[src/rtl/fifo_uart_tx_pkg.sv]
// Shared UART definitions: frame geometry, transmitter state encoding and the default bit period.
// Kept separate so a future receiver can reuse the same constants.
package fifo_uart_tx_pkg;

    localparam int unsigned UartDataBits      = 8;
    localparam int unsigned DefaultClksPerBit = 868;
    localparam int unsigned BitIdxW           = $clog2(UartDataBits);

    typedef enum logic [1:0] {
        StIdle  = 2'd0,
        StStart = 2'd1,
        StData  = 2'd2,
        StStop  = 2'd3
    } uart_tx_state_e;

endpackage

[src/rtl/uart_baud_tick.sv]
// Bit-period counter: counts 0..CLKS_PER_BIT-1 and flags the last cycle of each bit.
// A synchronous clear restarts the period, e.g. when a new frame begins.
module uart_baud_tick
    import fifo_uart_tx_pkg::*;
#(
    parameter int unsigned CLKS_PER_BIT = DefaultClksPerBit
) (
    input  logic clk,
    input  logic reset,
    input  logic clear,
    output logic tick
);

    localparam int unsigned CntW = $clog2(CLKS_PER_BIT);
    localparam logic [CntW-1:0] LastCnt = CntW'(CLKS_PER_BIT - 1);

    logic [CntW-1:0] cnt_q, cnt_d;

    always_comb begin
        cnt_d = cnt_q + 1'b1;
        if (clear || (cnt_q == LastCnt)) begin
            cnt_d = '0;
        end
    end

    always_ff @(posedge clk) begin
        if (reset) begin
            cnt_q <= '0;
        end else begin
            cnt_q <= cnt_d;
        end
    end

    assign tick = (cnt_q == LastCnt);

endmodule

[src/rtl/fifo_uart_tx.sv]
// 8N1 UART transmitter fed from a first-word-fall-through FIFO.
// Pops the next byte in the last stop-bit cycle so consecutive frames abut with no idle gap.
module fifo_uart_tx
    import fifo_uart_tx_pkg::*;
#(
    parameter int unsigned CLKS_PER_BIT = DefaultClksPerBit
) (
    input  logic                    clk,
    input  logic                    reset,
    input  logic                    fifo_empty,
    input  logic [UartDataBits-1:0] fifo_read_data,
    output logic                    fifo_read_en,
    output logic                    tx,
    output logic                    busy
);

    localparam logic [BitIdxW-1:0] LastBit = BitIdxW'(UartDataBits - 1);

    uart_tx_state_e          state_q, state_d;
    logic [UartDataBits-1:0] shift_q, shift_d;
    logic [BitIdxW-1:0]      bit_idx_q, bit_idx_d;
    logic                    tx_q, tx_d;
    logic                    busy_q, busy_d;
    logic                    baud_tick;
    logic                    baud_clear;

    assign fifo_read_en = !reset && !fifo_empty &&
                          ((state_q == StIdle) || ((state_q == StStop) && baud_tick));

    // Idle holds the counter at zero so the start bit gets a full period after a pop.
    assign baud_clear = fifo_read_en || (state_q == StIdle);

    uart_baud_tick #(
        .CLKS_PER_BIT (CLKS_PER_BIT)
    ) u_baud_tick (
        .clk   (clk),
        .reset (reset),
        .clear (baud_clear),
        .tick  (baud_tick)
    );

    always_comb begin
        state_d   = state_q;
        shift_d   = shift_q;
        bit_idx_d = bit_idx_q;
        tx_d      = tx_q;
        if (fifo_read_en) begin
            state_d   = StStart;
            shift_d   = fifo_read_data;
            bit_idx_d = '0;
            tx_d      = 1'b0;
        end else if (baud_tick) begin
            case (state_q)
                StStart: begin
                    state_d = StData;
                    tx_d    = shift_q[0];
                    shift_d = shift_q >> 1;
                end
                StData: begin
                    if (bit_idx_q == LastBit) begin
                        state_d = StStop;
                        tx_d    = 1'b1;
                    end else begin
                        bit_idx_d = bit_idx_q + 1'b1;
                        tx_d      = shift_q[0];
                        shift_d   = shift_q >> 1;
                    end
                end
                default: begin
                    state_d = StIdle;
                    tx_d    = 1'b1;
                end
            endcase
        end
        busy_d = (state_d != StIdle);
    end

    always_ff @(posedge clk) begin
        if (reset) begin
            state_q   <= StIdle;
            shift_q   <= '0;
            bit_idx_q <= '0;
            tx_q      <= 1'b1;
            busy_q    <= 1'b0;
        end else begin
            state_q   <= state_d;
            shift_q   <= shift_d;
            bit_idx_q <= bit_idx_d;
            tx_q      <= tx_d;
            busy_q    <= busy_d;
        end
    end

    assign tx   = tx_q;
    assign busy = busy_q;

endmodule
[config.mk]
export PLATFORM = sky130hd
export DESIGN_NAME = fifo_uart_tx
export DESIGN_NICKNAME = d
export VERILOG_FILES = /design/src/rtl/fifo_uart_tx_pkg.sv /design/src/rtl/uart_baud_tick.sv /design/src/rtl/fifo_uart_tx.sv
export SDC_FILE = /design/constraint.sdc
export NUM_CORES = 1
export LEC_CHECK = 0
export ABC_CLOCK_PERIOD_IN_PS = 2050
export CAP_MARGIN = 20
export CORE_MARGIN = 2
export CORE_UTILIZATION = 45
export CTS_CLUSTER_SIZE = 16
export DETAILED_ROUTE_END_ITERATION = 10
export PLACE_DENSITY = 0.69
export SKIP_LAST_GASP = 1
export SYNTH_ARGS = -nofsm -noshare
export SYNTH_HDL_FRONTEND = slang
export SYNTH_SLANG_ARGS = --single-unit
[constraint.sdc]
create_clock -name clk -period 2.05 [get_ports clk]
set_clock_uncertainty 0.05 [all_clocks]
set_input_delay 0.41 -clock clk [delete_from_list [all_inputs] [get_ports clk]]
set_output_delay 0.41 -clock clk [all_outputs]
set_load 0.02 [all_outputs]
==> results of run 1 <==
-- per-layer routing --
layer	vias to the layer above	share of wire, %	track usage [%]
met3	2	4.2	4.08
met4	0	0.70	3.99
met5	-	0	0
li1	592	-	-
met1	563	45	25.9
met2	26	50	35.6
-- cell usage in the layout, fill, tap and decap left out, drive strengths merged, types with 5 or more instances in the layout --
| cell type | Yosys | layout |
|---|---|---|
| nand3 | 6 | 6 |
| or3b | 5 | 5 |
| clkdlybuf4s50 | 0 | 12 |
| o21ai | 5 | 5 |
| nor3 | 11 | 11 |
| nand2 | 7 | 7 |
| xnor2 | 6 | 6 |
| ha | 7 | 7 |
| buf | 3 | 30 |
| a21oi | 6 | 6 |
| nor2 | 14 | 14 |
| a31oi | 5 | 5 |
| dfxtp | 25 | 25 |
-- tightest hold or removal path, stage by stage (launching register included) --
cell	delay (ns)
dfxtp_1	0.33
o221ai_1	0.07
a21oi_1	0.07
-- area by class of cell --
type / instances / area [µm²]
Fill cell: 234 / 1000
Multi-Input combinational cell: 104 / 763
Sequential cell: 25 / 507
Timing Repair Buffer: 42 / 349
Tap cell: 31 / 38.8
Clock buffer: 4 / 26.3
Inverter: 5 / 22.5
-- worst max path at each step --
stage,cells after the start,startpoint,slack [ns],endpoint
floorplan,6,u_baud_tick.cnt_q[0],0.04,fifo_read_en
global placement,6,reset,-0.44,fifo_read_en
detailed placement,6,reset,-0.46,fifo_read_en
CTS,6,u_baud_tick.cnt_q[1],-0.01,fifo_read_en
global route,6,u_baud_tick.cnt_q[0],-0.07,fifo_read_en
finish,6,u_baud_tick.cnt_q[0],-0.003,fifo_read_en
-- metrics by stage --
stage	instance area (µm²)	hold slack, ns	cells	total power, µW
finish	1710	0.448	211	857
global route	1710	0.475	211	897
CTS	1690	0.450	211	868
detailed placement	1600	0.430	203	638
global placement	1600	0.416	203	634
floorplan	1270	0.380	140	584
-- registers in the layout (all words and copies together), names as in the netlist --
| name | cells |
|---|---|
| busy | 1 |
| tx | 1 |
| shift_q | 8 |
| state_q | 2 |
| u_baud_tick.cnt_q | 10 |
| bit_idx_q | 3 |
-- power breakdown --
part | leakage, µW | switching (µW) | internal, µW
logic | 0.000416 | 59.9 | 66.2
registers | 0.000205 | 9.01 | 503
clock network | 0.0000150 | 143 | 76.2
-- cells by family after synthesis --
group                      count (synthesis)  share of synthesized area (%)
adders and majority gates                  7                           6.91
xor gates and xnor gates                   9                           6.22
buffers and inverters                     11                           4.05
DFF                                       25                           39.5
AOI/OAI and AO/OA                         28                           15.1
and+or+nand+nor                           56                           25.1
muxes                                      4                           3.16
-- timing repair --
| action | 4_1_cts | 5_1_grt |
|---|---|---|
| endpoints found under the hold margin | 0 | 0 |
| pin swaps | 3 | 6 |
| resized for setup | 14 | 8 |
| setup buffers | 4 | 1 |
| endpoints found under the setup margin | 4 | 8 |
==> qor.yml, run 1 <==
sta:
  setup-violations-final: 1
  min_period_over_period_pct: 100
  timing_max_transition_violations_final: 0
  max_freq_mhz: 487
  slew_headroom_pct: 76.5
  tns_ns: -0.00305
  rsz0062_at_grt: "true"
  fin_crit_ns: 2.05
  worst_pin_slew_ns: 0.349
  hold_viol: 0
  finalWorstSetupSlack_ns: -0.00305
status:
  violations: "negative setup slack"
  outcome: "complete, but fails checks"
worst_hold_path:
  worstHoldPathType: "reg2reg"
  holdPathEnd: "shift_q[7]"
  min_path_cells: 2
  worstHoldStart: "shift_q[7]"
setup_path:
  crit_path_max_incr_delay_ns: 0.38
  worst-endpoint-arrival_ns: 1.59
  crit_buf_inv: 2
  crit_required_ns: 1.59
  r2r_start: "bit_idx_q[0]"
  reg2regPathDepth: 6
  slowest_stage: "dfxtp_2"
  crit_chain: "ha_4 > nor3b_4 > a31oi_2 > or2_4 > clkinvlp_4 > buf_6"
  critical_path.top_delay_family: "simple AND/OR/NAND/NOR gates"
  worst-path-max-fanout: 2
  r2r-end: "bit_idx_q[1]"
  startpoint_type: "flip-flop"
  path_class: "reg2out"
  cp-end-kind: "primary output"
  rrSetupSlack_ns: 0.10
logic_synthesis:
  yosysTopAreaCellShare_pct: 39.5
  post-synth-top-count-cell: "dfxtp_1"
  avgSynthCellArea_um2: 9.05
  ys_seq_elements: 25
  synth_top_cells_by_count: "25 x dfxtp_1, 14 x nor2_1, 10 x nor3_1"
  synthTopCellsByArea: "dfxtp_1 39%, ha_1 6.9%, nor2_1 4.1%"
  yosys_warnings: 0
  yosysTopAreaCell: "dfxtp_1"
  async_flop_share_pct: 0
  yosys_most_used_dff: "dfxtp_1"
  ys_seq_area_share_pct: 39.5
  synthCells: 140
  ys_types: 37
  synth-edff-count: 0
  syn-num-nets: 158
  synth_area_um2: 1270
routing:
  drtIter0Drc: 25
  drt_first_pass_iters: 4
  routed_wl_mm: 3.00
  drc: 0
  avgRoutedWirePerCell_um: 14.2
  antenna_left: 0
  vias: 1183
  viasPerCell: 5.61
place:
  dp_hpwl_mm: 2.15
  port_buffers: 13
  place_congestion: 0.798
  place_ws_ns: -0.461
finish:
  final_core_util_pct: 63.0
  nets: 199
  antennaDiodeCount: 0
  syn_to_final_growth_pct: 34.6
  drive_gt1_share_pct: 31.1
global_routing:
  grt_pass1_wl_mm: 5.26
  track_usage_pct: 20.3
  antenna_found_initial: 0
  grt_overflow: 0
  grt_max_degree: 17
  grt_pass1_vias: 1196
power_and_ir_drop:
  p_leak_uw: 0.000637
  ir_drop_mv: 0.622
  p_per_area_nw_per_um2: 502
clock_network:
  tritoncts: "done"
  root_buffer: "clkbuf_4"
  clock_latency_ns: 0.32
  clk_pin_slew_ns: 0.13
  cts_max_level: 1
  cts_max_path_buffers: 2
  postCtsHoldBufs: 0
  numCtsBuffers: 3
  cts_sinks: 25
die:
  die_area_um2: 3260
  core-area_um2: 2710
  rows: 19
  fp.dieW_um: 57.1
  start_util_pct: 46.8
  pin_count: 14
  die_h_um: 57.1
run:
  max-cap-violations: 0
Note: power is estimated with default switching activity, not from simulation.
==> run 2, diff against run 1 <==
--- a/config.mk
+++ b/config.mk
@@ -8,10 +8,9 @@
 export ABC_CLOCK_PERIOD_IN_PS = 2050
 export CAP_MARGIN = 20
 export CORE_MARGIN = 2
-export CORE_UTILIZATION = 45
+export CORE_UTILIZATION = 41
 export CTS_CLUSTER_SIZE = 16
 export DETAILED_ROUTE_END_ITERATION = 10
-export PLACE_DENSITY = 0.69
 export SKIP_LAST_GASP = 1
 export SYNTH_ARGS = -nofsm -noshare
 export SYNTH_HDL_FRONTEND = slang
==> run 2 against run 1 <==
Net effect:
- critical path depth unchanged
- clock-buffer cell count stayed put
- wire length decreased by 3.7%
- power increased by 0.19%
- critical path type unchanged
- the run still ends with negative setup slack left
- core utilization fell by 6.3 points
==> qor.yml, run 2 (same netlist as run 1, synthesis figures left out) <==
sta:
  holdWs_ns: 0.441  # -0.00630 ns
  worst_pin_slew_ns: 0.492  # +0.142 ns
  max_freq_mhz: 484  # -0.53%
  fin_crit_ns: 2.06  # +0.0110 ns
  slew_headroom_pct: 67.1  # -9.4 points
  hold_viol: 0  # unchanged
  tns_ns: -0.0141  # -0.0110 ns
  timing_max_transition_violations_final: 0  # unchanged
  setup-violations-final: 1  # unchanged
  min_period_over_period_pct: 101  # +0.54 points
  rsz0062_at_grt: "true"
  finalWorstSetupSlack_ns: -0.0141  # -0.0110 ns
routing:
  met3_length_um: 51  # -60%
  met2WireLength_mm: 1.47  # -3.2%
  drc: 0  # unchanged
  viasPerCell: 5.41  # -3.5%
  vias: 1152  # -2.6%
  routed_wl_mm: 2.89  # -3.7%
  drt_first_pass_iters: 4  # unchanged
  antenna_left: 0  # unchanged
  wl_met1_mm: 1.36  # +1.2%
  drtIter0Drc: 26  # +4.0%
  avgRoutedWirePerCell_um: 13.6  # -4.6%
  top_layer: "met4"
clock_network:
  cts_max_path_buffers: 2  # unchanged
  clk_pin_slew_ns: 0.13  # about the same
  postCtsHoldBufs: 0  # unchanged
  root_buffer: "clkbuf_4"
  numCtsBuffers: 3  # unchanged
  cts_sinks: 25  # unchanged
  tritoncts: "done"
  cts_max_level: 1  # unchanged
  clock_latency_ns: 0.32  # about the same
worst_hold_path:
  worstHoldPathType: "reg2reg"
setup_path:
  path_class: "reg2out"
  worst-endpoint-arrival_ns: 1.60  # about the same
  startpoint_type: "flip-flop"
  cp-end-kind: "primary output"
  crit_required_ns: 1.59  # about the same
  worst-path-max-fanout: 2  # unchanged
  rrSetupSlack_ns: 0.02  # -0.08 ns
finish:
  multiInputGateArea_um2: 757  # -0.82%
  nets: 199  # unchanged
  largest_reg_flops: 10  # unchanged
  final_cell_mix: "29 x buf_4, 21 x dfxtp_1, 14 x nor2_1"
  n_fill_cell: 274  # +17%
  reg_top3: "u_baud_tick.cnt_q: 10 flops, shift_q: 8 flops, bit_idx_q: 3 flops"
  seqCellArea_um2: 505  # -0.25%
  antennaDiodeCount: 0  # unchanged
  final_core_util_pct: 56.7  # -6.3 points
  regMostFlops: "u_baud_tick.cnt_q"
  mostFrequentLayoutCell: "buf_4"
  syn_to_final_growth_pct: 34.3
  drive_gt1_share_pct: 30.0  # -1.1 points
global_routing:
  grt_pass1_vias: 1083  # -9.4%
  grt_overflow: 0  # unchanged
  grt_pass1_wl_mm: 4.69  # -11%
  grt_max_degree: 17  # unchanged
  antenna_found_initial: 0  # unchanged
  track_usage_pct: 17.7  # -2.6 points
die:
  start_util_pct: 42.2  # -4.6 points
  die_h_um: 59.6  # +4.4%
  pin_count: 14  # unchanged
  die_area_um2: 3550  # +9.1%
  rows: 20  # +1
  fp.dieW_um: 59.6  # +4.4%
  core-area_um2: 3000  # +11%
run:
  max-cap-violations: 0  # unchanged
power_and_ir_drop:
  p_leak_uw: 0.000633  # -0.62%
  ir_drop_mv: 0.376  # -39%
  p_per_area_nw_per_um2: 505  # +0.49%
place:
  place_ws_ns: -0.433  # +0.0283 ns
  dp_hpwl_mm: 2.12  # -1.6%
  place_congestion: 0.849  # +6.4%
  port_buffers: 13  # unchanged
status:
  violations: "negative setup slack"
  outcome: "complete, but fails checks"
## run 2: layout make-up
cell class	instances	share of cell area [%]
inverter	5	1.32
clock buffer	4	1.54
timing repair buffer	42	20.5
multi-input combinational	104	44.5
tap	33	2.43
sequential	25	29.7
## run 2: critical path: stages, from the launching register on
cell        delay, ns
dfxtp_2          0.37
ha_4             0.14
nor3b_4          0.20
a31oi_2          0.13
or2_4            0.26
clkinvlp_4       0.07
buf_6            0.11
## run 2: power by group
| part | total, µW | switching [µW] | internal [µW] |
|---|---|---|---|
| combinational | 126 | 58.3 | 67.2 |
| clock | 221 | 145 | 76.1 |
| sequential | 512 | 9.06 | 503 |
## run 2: metal layers
metal / global-route usage (%) / vias up
met5: 0 / -
met4: 5.71 / 0
met3: 1.97 / 2
met2: 32.7 / 13
met1: 21.2 / 545
li1: - / 592
## run 2: worst paths after layout
path / start / to / cells after the start
max: u_baud_tick.cnt_q[0] / fifo_read_en / 6
min: shift_q[7] / shift_q[7] / 2
max reg2reg: u_baud_tick.cnt_q[0] / shift_q[5] / 8
min reg2reg: shift_q[7] / shift_q[7] / 2
## run 2: per-stage QoR
stage               power, µW  cell area, µm²  std cells
floorplan                 584            1270        140
global placement          638            1610        206
detailed placement        640            1610        206
CTS                       861            1680        211
global route              896            1700        213
finish                    859            1700        213
## run 2: timing repair
action / 4_1_cts / 5_1_grt
resized for setup: 14 / 5
setup buffers: 1 / 2
pin swaps: 2 / 4
setup endpoints to repair: 4 / 4
